--- src/rtl/mac_pe_pipe.sv ---
// Systolic MAC processing element: registered multiply, accumulate, handshaked result register.
// Optional macro MAC_SAT_EN: saturating accumulation with sticky sat_flag (wraps when undefined).
module mac_pe_pipe #(
  parameter int DATA_WIDTH = 8,
  parameter int ACC_WIDTH  = 24
) (
  input  logic                  clk,
  input  logic                  rst,
  input  logic                  clr,
  input  logic                  en_in,
  input  logic                  signed_mode,
  input  logic [DATA_WIDTH-1:0] a_in,
  input  logic [DATA_WIDTH-1:0] b_in,
  input  logic                  last_in,
  output logic                  en_out,
  output logic [DATA_WIDTH-1:0] b_out,
  output logic                  last_out,
  output logic [ACC_WIDTH-1:0]  c_out,
  output logic                  c_valid,
  input  logic                  c_ready,
  output logic                  res_ovf,
  output logic                  sat_flag
);

  localparam int P_WIDTH = 2 * DATA_WIDTH;
  localparam int ACC_MSB = ACC_WIDTH - 1;

  logic [P_WIDTH-1:0]   prod_s;
  logic [P_WIDTH-1:0]   prod_u;
  logic [P_WIDTH-1:0]   p_q;
  logic                 p_vld;
  logic                 p_last;
  logic                 p_sgn;
  logic [ACC_WIDTH-1:0] acc;
  logic [ACC_WIDTH-1:0] ext;
  logic [ACC_WIDTH-1:0] base;
  logic [ACC_WIDTH-1:0] sum;
  logic                 first;
  logic                 done_vld;
  logic [ACC_WIDTH-1:0] done_sum;

  // Operands are widened before the multiply so the full product is kept.
  assign prod_s = P_WIDTH'($signed(a_in)) * P_WIDTH'($signed(b_in));
  assign prod_u = P_WIDTH'(a_in) * P_WIDTH'(b_in);

  always_ff @(posedge clk or posedge rst) begin
    if (rst) begin
      en_out   <= 1'b0;
      b_out    <= '0;
      last_out <= 1'b0;
      p_vld    <= 1'b0;
      p_last   <= 1'b0;
      p_sgn    <= 1'b0;
      p_q      <= '0;
    end else if (clr) begin
      en_out   <= 1'b0;
      b_out    <= '0;
      last_out <= 1'b0;
      p_vld    <= 1'b0;
      p_last   <= 1'b0;
      p_sgn    <= 1'b0;
      p_q      <= '0;
    end else begin
      en_out   <= en_in;
      b_out    <= b_in;
      last_out <= last_in & en_in;
      p_vld    <= en_in;
      if (en_in) begin
        p_q    <= signed_mode ? prod_s : prod_u;
        p_last <= last_in;
        p_sgn  <= signed_mode;
      end
    end
  end

  always_comb begin
    ext  = p_sgn ? ACC_WIDTH'($signed(p_q)) : ACC_WIDTH'(p_q);
    base = first ? '0 : acc;
  end

`ifdef MAC_SAT_EN
  logic [ACC_WIDTH:0]   sum_wide;
  logic [ACC_WIDTH-1:0] s_min;
  logic                 sat_hit;

  // Signed terms clamp on two's-complement overflow, unsigned terms on carry-out.
  always_comb begin
    sum_wide       = {1'b0, base} + {1'b0, ext};
    s_min          = '0;
    s_min[ACC_MSB] = 1'b1;
    sum            = sum_wide[ACC_MSB:0];
    sat_hit        = 1'b0;
    if (p_sgn) begin
      if ((base[ACC_MSB] == ext[ACC_MSB]) && (sum[ACC_MSB] != base[ACC_MSB])) begin
        sat_hit = 1'b1;
        sum     = base[ACC_MSB] ? s_min : ~s_min;
      end
    end else if (sum_wide[ACC_WIDTH]) begin
      sat_hit = 1'b1;
      sum     = '1;
    end
  end

  always_ff @(posedge clk or posedge rst) begin
    if (rst) begin
      sat_flag <= 1'b0;
    end else if (!clr && p_vld && sat_hit) begin
      sat_flag <= 1'b1;
    end
  end
`else
  assign sum      = base + ext;
  assign sat_flag = 1'b0;
`endif

  // Completed sums are staged in done_* so the result register sees them two edges after the last term.
  always_ff @(posedge clk or posedge rst) begin
    if (rst) begin
      acc      <= '0;
      first    <= 1'b1;
      done_vld <= 1'b0;
      done_sum <= '0;
    end else if (clr) begin
      acc      <= '0;
      first    <= 1'b1;
      done_vld <= 1'b0;
      done_sum <= '0;
    end else begin
      done_vld <= p_vld & p_last;
      if (p_vld) begin
        if (p_last) begin
          done_sum <= sum;
          acc      <= '0;
          first    <= 1'b1;
        end else begin
          acc      <= sum;
          first    <= 1'b0;
        end
      end
    end
  end

  always_ff @(posedge clk or posedge rst) begin
    if (rst) begin
      c_out   <= '0;
      c_valid <= 1'b0;
      res_ovf <= 1'b0;
    end else if (clr) begin
      c_out   <= '0;
      c_valid <= 1'b0;
      res_ovf <= 1'b0;
    end else if (done_vld) begin
      if (!c_valid || c_ready) begin
        c_out   <= done_sum;
        c_valid <= 1'b1;
      end else begin
        res_ovf <= 1'b1;
      end
    end else if (c_valid && c_ready) begin
      c_valid <= 1'b0;
    end
  end

endmodule

--- config.mk ---
export PLATFORM = sky130hd
export DESIGN_NAME = mac_pe_pipe
export DESIGN_NICKNAME = d
export VERILOG_FILES = /design/src/rtl/mac_pe_pipe.sv
export SDC_FILE = /design/constraint.sdc
export NUM_CORES = 1
export LEC_CHECK = 0
export ABC_AREA = 1
export CORE_MARGIN = 10
export CORE_UTILIZATION = 55
export DETAILED_ROUTE_END_ITERATION = 8
export MAX_ROUTING_LAYER = met4
export PLACE_DENSITY = 0.79
export SYNTH_ARGS = -nofsm -noshare
export SYNTH_HDL_FRONTEND = slang
export SYNTH_SLANG_ARGS = --single-unit
--- constraint.sdc ---
create_clock -name clk -period 3.32 [get_ports clk]
set_input_delay 0.498 -clock clk [delete_from_list [all_inputs] [get_ports clk]]
set_output_delay 0.498 -clock clk [all_outputs]
set_load 0.01 [all_outputs]
Word-level counts from Yosys, hierarchy flattened
Cells that the tools add are included.
{"block": "word_totals", "rom_bits": 0, "latchBits": 0, "memories": 0, "mem_bits_rw": 0, "register_bits": 104, "word_cells": 65}
{"block": "op_classes", "div": 0, "multipliers": 2, "bitwise_logic": 2, "n_lt_le_gt_ge": 0, "shifts": 0, "eq_ne": 2, "n_reduce_logical": 13, "n_mux": 32, "addsub": 1}
{"op": "2-to-1 mux 24 bit", "n": 11}
{"op": "2-to-1 mux 16 bit", "n": 3}
{"op": "multiplier 8 x 8 -> 16 bit", "n": 2}
{"op": "adder 24 bit", "n": 1}
{"op": "2-to-1 mux 1 bit", "n": 17}
{"op": "nonzero test 2 bit", "n": 5}
{"op": "2-to-1 mux 8 bit", "n": 1}
{"op": "AND reduction 2 bit", "n": 4}
{"op": "inequality test 3 x 2 -> 1 bit, second input constant", "n": 1}
{"op": "nonzero test 3 bit", "n": 1}
{"op": "AND 1 bit", "n": 2}
{"op": "inequality test 2 bit, second input constant", "n": 1}
{"op": "logical AND 1 bit", "n": 1}
{"op": "logical NOT 1 bit", "n": 1}
{"op": "logical OR 1 bit", "n": 1}

Longest topological paths before layout
{"block": "depth", "depth_word": 5, "mapped_depth": 23, "mapped_depth_nobuf": 22}

Least setup slack after synthesis
Ideal clock, no wire load.
{"block": "synth_timing", "kind": "input-to-reg", "start": "input b_in[7]", "end": "register p_q[12]", "required_ns": 3.196, "cell_stages": 18, "arrival_time_ns": 4.563, "setup_slack_ns": -1.367, "path_cell_list": "buf_2 > clkinv_1 > or2_2 > fa_1 > fa_1 > inv_1 > fa_1 > inv_1 > fa_1 > inv_1 > ha_1 > a21oi_1 > o21ai_0 > nand4_1 > nand2_1 > or2_2 > nand3_1 > nand3_1"}
{"block": "synth_between", "elab_chain_len": 4, "elab_cells_between_ends": 5, "cone_classes": "mul: 2; mux: 3"}
{"item": "from (decl)", "line": "13", "source": "input logic [DATA_WIDTH-1:0] b_in,"}
{"item": "multiplier 8 x 8 -> 16 bit (on tied branches)", "line": "44, 43"}
{"item": "2-to-1 mux 16 bit (*)", "line": "69", "source": "p_q <= signed_mode ? prod_s : prod_u;"}
{"item": "2-to-1 mux 16 bit (*)", "line": "68", "source": "if (en_in) begin"}
{"item": "2-to-1 mux 16 bit (*)", "line": "55", "source": "end else if (clr) begin"}
{"item": "to (signal assigned)", "line": "69"}
{"item": "to (decl)", "line": "30", "source": "logic [P_WIDTH-1:0] p_q;"}
Mark *: on every way between the ends. The rest lies on a longest branch, timed or not. The select of a mux whose other input is x is not followed.
A chain may end at the register's enable or synchronous reset.

Final worst setup path
{"block": "layout_timing", "start": "input b_in[6]", "end": "register p_q[10]"}
The elaborated chain is that of the path after synthesis.

==> results by group <==
Outcome
  • Outcome: finished, violations left
  • Failing checks: negative setup slack

Worst hold path
  • Worst hold path endpoint: acc[16]
  • Hold depth: 2
  • Hold path start: acc[16]
  • Worst hold path type: register to register

Critical path
  • CP dominant cell by count: fa_1
  • Crit-path slowest cell: fa_1
  • Arrival time worst endpoint: 4220 ps
  • RR Startpoint: first
  • R2R Path End: done_sum[14]
  • Top delay family on crit path: adder cells
  • Flop2flop setup slack: 570 ps
  • R2R depth: 12
  • Crit-path max FO: 7
  • Buf/Inv on CP: 8
  • Largest stage delay, worst path: 520 ps
  • Setup crit end kind: register
  • Critical path type: input pin to register
  • Worst path depth: 22
  • Required time worst endpoint: 3570 ps
  • Ordered list of cells on the worst path: buf_6, buf_8, buf_6, nand2_4, inv_2, fa_1, inv_1, fa_1, inv_2, fa_1, inv_1, fa_1, inv_2, ha_4, a21oi_4, nor2_4, nor2_4, nand2_2, a21oi_2, o21ai_2, nand3_1, nand2_1
  • Critical Path Start Type: input pin

GRT
  • Largest net degree at the start of global routing: 51
  • Overflow after GRT: 0
  • Tot GR Track Use: 0.242
  • Met1 GRT Util: 0.324
  • Vias in the first global route: 9314
  • Met3 GRT Util: 0.0383
  • Initial antenna violation count: 0
  • Met2 usage: 0.381
  • Top Usage Layer GRT: met2
  • First-pass GRT wire length: 46300 um

Logic synthesis
  • Sequential fraction of the synthesis area: 0.262
  • Syn avg cell area: 7.53 um^2
  • Synth area leader: dfrtp_1
  • Ys async rst share: 1.00
  • Primary FF master, synth: dfrtp_1
  • Largest cells by area after synthesis: dfrtp_1 26%, fa_1 17%, inv_1 13%, nand2_1 11%, ha_1 10%
  • Post-Synthesis Cells: 1321
  • Post-Syn Area: 0.00994 mm^2
  • Total number of yosys warnings: 0
  • Post-synth cell types: 43
  • Synthesized net count: 1511
  • Synth top area share: 0.259
  • Most common cell in the netlist: inv_1
  • Commonest cells post-synth: 334 x inv_1, 283 x nand2_1, 103 x dfrtp_1
  • Post-synth EDFFs: 0
  • Yosys reg bits: 104

STA
  • Least-Margin Pin Slew: 799 ps
  • Final-report hold violation count: 0
  • Setup WS post-layout: -644 ps
  • Fin crit share: 1.19
  • Crit path time final: 3960 ps
  • Slew HR: 0.467
  • Final-report max-slew violation count: 0
  • Setup-failing EPs final: 10
  • Fmax: 252 MHz
  • RSZ-0062 raised after global routing: true
  • Setup TNS: -5420 ps
  • Worst clock skew: 15.2 ps

Power
  • Logic pwr share: 0.681
  • Worst vdd ir: 0.529 mV
  • Sequential share of power: 0.177
  • Psw: 0.00364 W
  • Clock power share: 0.142
  • Power per cell area: 613 mW/mm^2
  • Lkg Pwr: 6.86 nW
  • PnR Total Power: 0.00798 W
  • Cell Int Power: 0.00434 W
  • Switching share of total power: 0.456

Clocking
  • Clock Sink Count: 104
  • Root buffer cell: clkbuf_16
  • H-Tree Depth: 3
  • CTS max path bufs: 2
  • Later-pin clock latency in the skew report: 370 ps
  • Register clock-pin slew on the reported worst setup and hold paths: 90 ps
  • CTS tree: yes
  • CTS buffer count: 9

Routing
  • Via/cell ratio: 5.29
  • TritonRoute pass-1 iters: 5
  • Post-route DRC: 0
  • Initial DRC Count: 658
  • Vias: 9124
  • WL final: 28900 um
  • Post-route antenna net violation count: 0
  • DR WL/cell: 16.8 um

Die
  • Die area: 0.0239 mm^2
  • Ports: 60
  • Row cnt: 49
  • Initial Utilization: 0.555
  • DIE WIDTH: 154 um
  • Area of the core: 0.0179 mm^2
  • Die H: 154 um

Layout
  • Layout cell share with drive strength beyond 1: 0.256
  • Synth-to-layout area growth: 31.0%
  • Multi-input logic area: 0.00680 mm^2
  • Final std cells w/o fill: 1724
  • Fillcell total: 1302
  • Nets: 1680
  • FF+latch area: 0.00260 mm^2
  • Antenna Cells: 0

Place
  • Placer congestion estimate: 0.971
  • PortBufs: 58
  • Dpl cells: 1681
  • Post-DP HPWL: 21700 um

Job
  • Max-cap violation count: 0
## cell families after synthesis
family	Yosys count	share of synthesized area
and+or+nand+nor	515	0.223
other	1	0.000377
DFF	104	0.262
AOI/OAI and AO/OA	149	0.0854
buffers and inverters	370	0.141
adders and majority gates	167	0.275
xor gates and xnor gates	15	0.0132
## state kept, by name (all words and copies together) (netlist names)
name / count
acc: 24
b_out: 8
c_out: 24
c_valid: 1
done_sum: 24
done_vld: 1
first: 1
last_out: 1
p_last: 1
p_q: 16
p_sgn: 1
p_vld: 1
res_ovf: 1
## power by group through the flow
stage,clock [W],combinational [W],sequential (W)
4_1_cts,0.00115,0.00483,0.00141
3_5_place_dp,0,0.00421,0.00143
3_3_place_gp,0,0.00409,0.00144
2_1_floorplan,0,0.00282,0.00141
6_report,0.00113,0.00543,0.00142
5_1_grt,0.00120,0.00591,0.00142
## how the worst max path moves through the flow
| stage | from | end | slack, ps |
|---|---|---|---|
| 6_report | b_in[6] | p_q[10] | -640 |
| 5_1_grt | b_in[6] | p_q[10] | -780 |
| 2_1_floorplan | b_in[7] | p_q[12] | -620 |
| 4_1_cts | b_in[7] | p_q[10] | -710 |
| 3_3_place_gp | b_in[7] | p_q[14] | -1450 |
| 3_5_place_dp | a_in[6] | p_q[14] | -1500 |
## what timing repair did
action / in CTS / in global routing
pin swaps: 90 / 79
resized for setup: 171 / 129
endpoints found under the hold margin: 0 / 0
hold buffers: 0 / 0
buffers inserted: 20 / 14
endpoints found under the setup margin: 12 / 11
gates cloned: 0 / 0
## through the flow
stage | area, um^2 | util | setup slack (ps) | hold slack [ps]
5_1_grt | 13000 | 0.728 | -780 | 502
4_1_cts | 12700 | 0.707 | -706 | 489
3_5_place_dp | 11800 | 0.661 | -1500 | 465
6_report | 13000 | 0.728 | -644 | 484
3_3_place_gp | 11800 | 0.661 | -1450 | 462
2_1_floorplan | 10500 | - | -615 | 449
## worst min-delay path, delay by kind of cell, from the launching register on
| family | cells | cell delay, ps |
|---|---|---|
| AND/OR/NAND/NOR | 2 | 110 |
| flip-flops | 1 | 350 |
## cell type report
class / instances / share of cell area
clock buffers: 9 / 0.0173
clock inverters: 7 / 0.00682
inverters: 338 / 0.0991
multi-input cells: 847 / 0.522
flip-flops and latches: 104 / 0.200
well taps: 229 / 0.0220
repair buffers: 190 / 0.133
## layer usage
layer,part of all wire,vias to the layer above
met5,0,-
met1,0.45,4367
li1,-,4399
met3,0.064,40
met4,0.015,0
met2,0.47,318
## layout by cell type, fill, tap and decap left out, types with 5 or more instances in the layout
cell | synthesis | routed
nand4_1 | 17 | 17
nor2_1 | 80 | 66
nand3b_1 | 7 | 7
nand3_2 | 3 | 20
nand2_1 | 283 | 231
fa_1 | 86 | 79
o21ai_2 | 3 | 8
a21oi_1 | 45 | 34
o22ai_1 | 28 | 28
inv_1 | 334 | 280
xor2_1 | 6 | 6
buf_6 | 0 | 36
clkbuf_16 | 0 | 9
ha_4 | 0 | 21
clkdlybuf4s50_1 | 0 | 42
buf_4 | 1 | 102
inv_2 | 2 | 52
dfrtp_1 | 103 | 103
o21ai_1 | 2 | 9
xnor2_1 | 9 | 8
o21ai_0 | 52 | 40
nor2_2 | 6 | 14
nand2_4 | 0 | 26
a21oi_2 | 2 | 9
fa_2 | 0 | 7
ha_1 | 81 | 60
buf_12 | 0 | 5
nor2_4 | 0 | 6
nand2_2 | 4 | 29
nand3_1 | 101 | 83
(Power assumes the default switching activity.)
